===== src/rtl/isqrt_pkg.sv =====
// Shared widths, FSM state encoding and cycle-count helper for the iterative isqrt.
package isqrt_pkg;

   localparam int X_W   = 32;
   localparam int Y_W   = 16;
   localparam int REM_W = 18;

   typedef enum logic [1:0] {
      IDLE = 2'd0,
      CALC = 2'd1,
      DONE = 2'd2
   } state_t;

   function automatic int n_cycles(input int k);
      return 16 / k;
   endfunction

endpackage


===== src/rtl/isqrt_step.sv =====
// One digit-by-digit square-root iteration: brings in two operand bits, resolves one root bit.
// Purely combinational; no latency and no flow control.
module isqrt_step
   import isqrt_pkg::*;
(
   input  logic [REM_W-1:0] rem,
   input  logic [Y_W-1:0]   root,
   input  logic [1:0]       bits,
   output logic [REM_W-1:0] rem_next,
   output logic [Y_W-1:0]   root_next
);

   logic [REM_W-1:0] shifted;
   logic [REM_W-1:0] trial;

   // rem never exceeds 2*root, so the bits shifted out of the top are always zero.
   always_comb begin
      shifted = {rem[REM_W-3:0], bits};
      trial   = {root, 2'b01};
      if (shifted >= trial) begin
         rem_next  = shifted - trial;
         root_next = {root[Y_W-2:0], 1'b1};
      end else begin
         rem_next  = shifted;
         root_next = {root[Y_W-2:0], 1'b0};
      end
   end

endmodule


===== src/rtl/isqrt_iter_fsm.sv =====
// Iterative y = floor(sqrt(x)), ITER_PER_CYCLE root bits per clock; y_vld N+1 cycles after accept.
// No backpressure: x_vld is dropped while busy, a new operand may be taken in the DONE cycle.
module isqrt_iter_fsm
   import isqrt_pkg::*;
#(
   parameter int ITER_PER_CYCLE = 1
) (
   input  logic           clk,
   input  logic           rst,
   input  logic           x_vld,
   input  logic [X_W-1:0] x,
   output logic           y_vld,
   output logic [Y_W-1:0] y,
   output logic           busy
);

   localparam int N = n_cycles(ITER_PER_CYCLE);

   generate
      if (!(ITER_PER_CYCLE == 1 || ITER_PER_CYCLE == 2 || ITER_PER_CYCLE == 4 ||
            ITER_PER_CYCLE == 8 || ITER_PER_CYCLE == 16)) begin : g_bad_k
         $error("isqrt_iter_fsm: ITER_PER_CYCLE must be 1, 2, 4, 8 or 16");
      end
   endgenerate

   state_t           state;
   logic [X_W-1:0]   opnd;
   logic [REM_W-1:0] rem;
   logic [Y_W-1:0]   root;
   logic [3:0]       cnt;

   logic [REM_W-1:0] rem_c  [ITER_PER_CYCLE+1];
   logic [Y_W-1:0]   root_c [ITER_PER_CYCLE+1];

   assign rem_c[0]  = rem;
   assign root_c[0] = root;

   // Step i consumes the i-th bit pair from the top of the operand register.
   genvar i;
   generate
      for (i = 0; i < ITER_PER_CYCLE; i++) begin : g_step
         isqrt_step u_step (
            .rem       (rem_c[i]),
            .root      (root_c[i]),
            .bits      (opnd[X_W-1-2*i -: 2]),
            .rem_next  (rem_c[i+1]),
            .root_next (root_c[i+1])
         );
      end
   endgenerate

   always_ff @(posedge clk) begin
      if (rst) begin
         state <= IDLE;
         y_vld <= 1'b0;
         y     <= '0;
         busy  <= 1'b0;
         opnd  <= '0;
         rem   <= '0;
         root  <= '0;
         cnt   <= '0;
      end else begin
         y_vld <= 1'b0;
         case (state)
            IDLE, DONE: begin
               if (x_vld) begin
                  opnd  <= x;
                  rem   <= '0;
                  root  <= '0;
                  cnt   <= 4'(N - 1);
                  busy  <= 1'b1;
                  state <= CALC;
               end else begin
                  busy  <= 1'b0;
                  state <= IDLE;
               end
            end
            CALC: begin
               opnd <= opnd << (2 * ITER_PER_CYCLE);
               rem  <= rem_c[ITER_PER_CYCLE];
               root <= root_c[ITER_PER_CYCLE];
               cnt  <= cnt - 4'd1;
               if (cnt == 4'd0) begin
                  y     <= root_c[ITER_PER_CYCLE];
                  y_vld <= 1'b1;
                  busy  <= 1'b0;
                  state <= DONE;
               end
            end
            default: begin
               busy  <= 1'b0;
               state <= IDLE;
            end
         endcase
      end
   end

endmodule


===== config.mk =====
export PLATFORM = sky130hd
export DESIGN_NAME = isqrt_iter_fsm
export DESIGN_NICKNAME = d
export VERILOG_FILES = /design/src/rtl/isqrt_pkg.sv /design/src/rtl/isqrt_step.sv /design/src/rtl/isqrt_iter_fsm.sv
export SDC_FILE = /design/constraint.sdc
export NUM_CORES = 1
export LEC_CHECK = 0
export BUFFER_PORTS_ARGS = -buffer_cell sky130_fd_sc_hd__clkbuf_2
export CAP_MARGIN = 20
export CORE_MARGIN = 3
export CORE_UTILIZATION = 55
export CTS_CLUSTER_DIAMETER = 200
export DETAILED_ROUTE_END_ITERATION = 10
export GPL_TIMING_DRIVEN = 0
export PLACE_DENSITY = 0.79
export SETUP_SLACK_MARGIN = 0.4
export SLEW_MARGIN = 40
export SYNTH_ARGS = -nofsm -noshare
export SYNTH_HDL_FRONTEND = slang
export SYNTH_SLANG_ARGS = --single-unit
export TNS_END_PERCENT = 5

===== constraint.sdc =====
create_clock -name clk -period 4.9 [get_ports clk]
set_clock_uncertainty 0.2 [all_clocks]
set_input_delay 0.98 -clock clk [delete_from_list [all_inputs] [get_ports clk]]
set_output_delay 0.98 -clock clk [all_outputs]
set_load 0.01 [all_outputs]

==> impl_metrics.csv <==
group,metric,value,unit
status,run_status,"finished, final reports clean",
place,gpl.final_weighted_congestion,0.9439,
clock_tree,cts-root-to-sink-buffers,2,
sta,finalMaxSlewViolations,0,
power,static-leakage-power,1.840,nW
route,ant_nets,0,
logic_synthesis,asyncSetResetFlopFracSynth,0,
worst_setup_path,worstSetupStartpointType,"register",
place,postPlaceCellArea,4464,sq um
power,total_power,0.002688,W
clock_tree,tritoncts.num_buffers,9,
clock_tree,tritoncts,"yes",
logic_synthesis,portion_of_the_post_synthesis_area_used_by_sequential_elements,0.4265,
logic_synthesis,synth.cell_area,4084,sq um
final_layout,num_antenna_cells,0,
logic_synthesis,synth_area_per_cell,8.318,sq um
final_layout,syn2layout_area_growth,14.12,%
worst_setup_path,kind_of_end_point_of_the_critical_path,"register",
global_route,grt_antenna_before_repair,0,
sta,finalSetupViolations,0,
final_layout,final_common_cell,"dfxtp_1",
worst_setup_path,max_fo_critical_path,5,
sta,rsz0062_at_grt,"no",
route,dr.pass1.iters,4,
worst_setup_path,arrival,3140,ps
place,buffer_ports.inserted,52,
worst_setup_path,cpMaxStageDelayCell,"a2111oi_0",
logic_synthesis,synth_nets,545,
logic_synthesis,synth_edf_count,0,
floorplan,core.rowCount,30,
route,route.detailed.vias_per_inst,5.663,
final_layout,final_cell_mix,"dfxtp_1, nand2_1, a21oi_1",
global_route,maximum_number_of_pins_on_one_net_before_global_route_repair,16,
route,drt-initial-drc-count,174,
global_route,global_route.usage.met1,0.2971,
power,max-vdd-ir-drop,0.4105,mV
sta,maxSlewHeadroom,0.5574,
clock_tree,cts_h_tree_depth,3,
worst_hold_path,worstHoldPathType,"reg -> reg",
worst_setup_path,path_common_cell,"o21ai_0",
worst_setup_path,critPathTopFamily,"compound AO/OA/AOI/OAI gates",
route,drc,0,
global_route,met3_track_usage_gr,0.06317,
floorplan,start_util,0.5849,
floorplan,design.core.area,6982,sq um
sta,tightest_slew,647.1,ps
floorplan,die_h,92.17,microns
sta,period_share,0.6345,
route,drt-total-wl,9687,microns
floorplan,die-width,92.17,microns
clock_tree,clkLatencyLatePin,370,ps
sta,finalCriticalPeriod,3109,ps
logic_synthesis,synth-main-ff-cell,"dfxtp_1",
worst_setup_path,critPathRequiredTime,4930,ps
clock_tree,cts.reportedPaths.clkPinSlew,90,ps
sta,hold_violations,0,
floorplan,io_pins,53,
clock_tree,clk_tree_root_cell,"clkbuf_8",
final_layout,layout.cell_area.non_filler,4661,sq um
place,hpwlAfterDp,7195,microns
final_layout,nNetsFinal,608,
logic_synthesis,cell_count_after_synthesis,491,
worst_setup_path,crit_buf_inv,1,
global_route,global_route.usage.total,0.2411,
flow_run,drv.max_cap_violation_count,0,
global_route,globalRoute.totalOverflow,0,
final_layout,layout-drive-gt1-share,0.1431,
clock_tree,cts.repair_timing.setup_buffer_count,0,
logic_synthesis,yosys.cell_types.count,46,
logic_synthesis,ys_ff_latch,87,
global_route,grt_peak_use_layer,"met2",
worst_setup_path,timing.critical_path.cells,"inv_1 -> ha_1 -> o211ai_1 -> o21ai_0 -> o21ai_0 -> a31o_2 -> nor4b_1 -> a2111oi_0 -> o31ai_1",
clock_tree,post_cts_resized,0,
global_route,grt_pass1_wl,16430,microns
clock_tree,cts.sinks,87,
sta,max_clk_rate,0.3216,GHz
power,power_density,576.8,nW/um^2
route,avgRoutedWirePerCell,14.79,microns
worst_setup_path,reg2reg_setup_slack,1790,ps
worst_setup_path,critical-path-max-stage-delay,620,ps
global_route,grt_use_met2,0.4027,
sta,whs,258.4,ps
global_route,first_global_vias,3665,
worst_setup_path,setup.worst_path.class,"reg -> reg",
logic_synthesis,synthesis.yosys.warnings,0,
sta,setup_tns,0,ps
route,vias,3709,
clock_tree,cts.hold.buffers_added,0,
floorplan,die-area,8495,sq um
[worst min-delay path, delay by kind of cell (launching register included)]
kind | cells | cell delay [ps]
flops | 1 | 320
simple gates | 1 | 50
compound gates | 1 | 50
[metrics by stage]
step	util	worst slack [ps]	std cells
after floorplan	-	2213	491
after global placement	0.6394	1935	639
after detailed placement	0.6394	1924	639
after CTS	0.6668	1852	655
after global routing	0.6676	1666	655
final	0.6676	1791	655
[flip-flops by register name, summed over array words and instances, names as in the netlist]
name	count
cnt	4
opnd	32
rem	16
root	16
state	2
y	16
y_vld	1
[Yosys cell counts, types with 2 or more instances]
| library cell | count | area [sq um] |
|---|---|---|
| nand4_1 | 2 | 12.51 |
| nand2_1 | 82 | 307.8 |
| o211ai_1 | 3 | 22.52 |
| nor4_1 | 2 | 12.51 |
| nor2_1 | 40 | 150.1 |
| clkbuf_1 | 25 | 93.84 |
| mux2i_1 | 11 | 110.1 |
| ha_1 | 19 | 237.7 |
| a211oi_1 | 4 | 30.03 |
| a22oi_1 | 47 | 352.8 |
| o31ai_1 | 5 | 37.54 |
| a32oi_1 | 5 | 43.79 |
| a21o_1 | 3 | 22.52 |
| a21oi_1 | 59 | 295.3 |
| o21ai_1 | 12 | 60.06 |
| nand3_1 | 4 | 20.02 |
| inv_1 | 23 | 86.33 |
| o21a_1 | 2 | 15.01 |
| a31oi_1 | 2 | 12.51 |
| or2_2 | 3 | 18.77 |
| dfxtp_1 | 87 | 1742 |
| o21ai_0 | 7 | 35.03 |
| xnor2_1 | 9 | 78.83 |
| nor3_1 | 5 | 25.02 |
| xor2_1 | 4 | 35.03 |
| nor2b_1 | 3 | 18.77 |
| nand2b_1 | 4 | 25.02 |
[final timing paths]
| kind | startpoint | endpoint | cells past startpoint |
|---|---|---|---|
| worst max-delay path | root[2] | rem[13] | 9 |
| worst min-delay path | y[6] | y[6] | 2 |
| worst min register to register | y[6] | y[6] | 2 |
| worst max register to register | root[2] | rem[13] | 9 |
[area by class of cell]
type,count,area [sq um]
clock buffer,12,155.1
fill,613,2321
buffer,29,138.9
inverter,23,86.33
clock inverter,4,36.28
tap,96,120.1
multi-input combinational,352,2122
sequential,87,1742
timing repair buffer,52,260.3
[metal layers]
layer  vias up  routed length, microns
li1       1874                       -
met1      1722                    4311
met2       100                    4593
met3        13                     611
met4         0                     170
met5         -                       0
[power by group]
part | switching (W) | internal [W] | total [W]
Combinational | 0.000733 | 0.000649 | 0.00138
Clock | 0.000272 | 0.000219 | 0.000491
Sequential | 0.0000457 | 0.000770 | 0.000816
[logic make-up after synthesis]
kind of cell,Yosys count,share of synthesized area
AOI/OAI and AO/OA,159,0.2491
DFF,87,0.4265
muxes,11,0.02696
adders and majority gates,19,0.05821
and+or+nand+nor,150,0.1562
buffers and inverters,52,0.05515
xor gates and xnor gates,13,0.02788
Power figures use the tool's default switching activity.
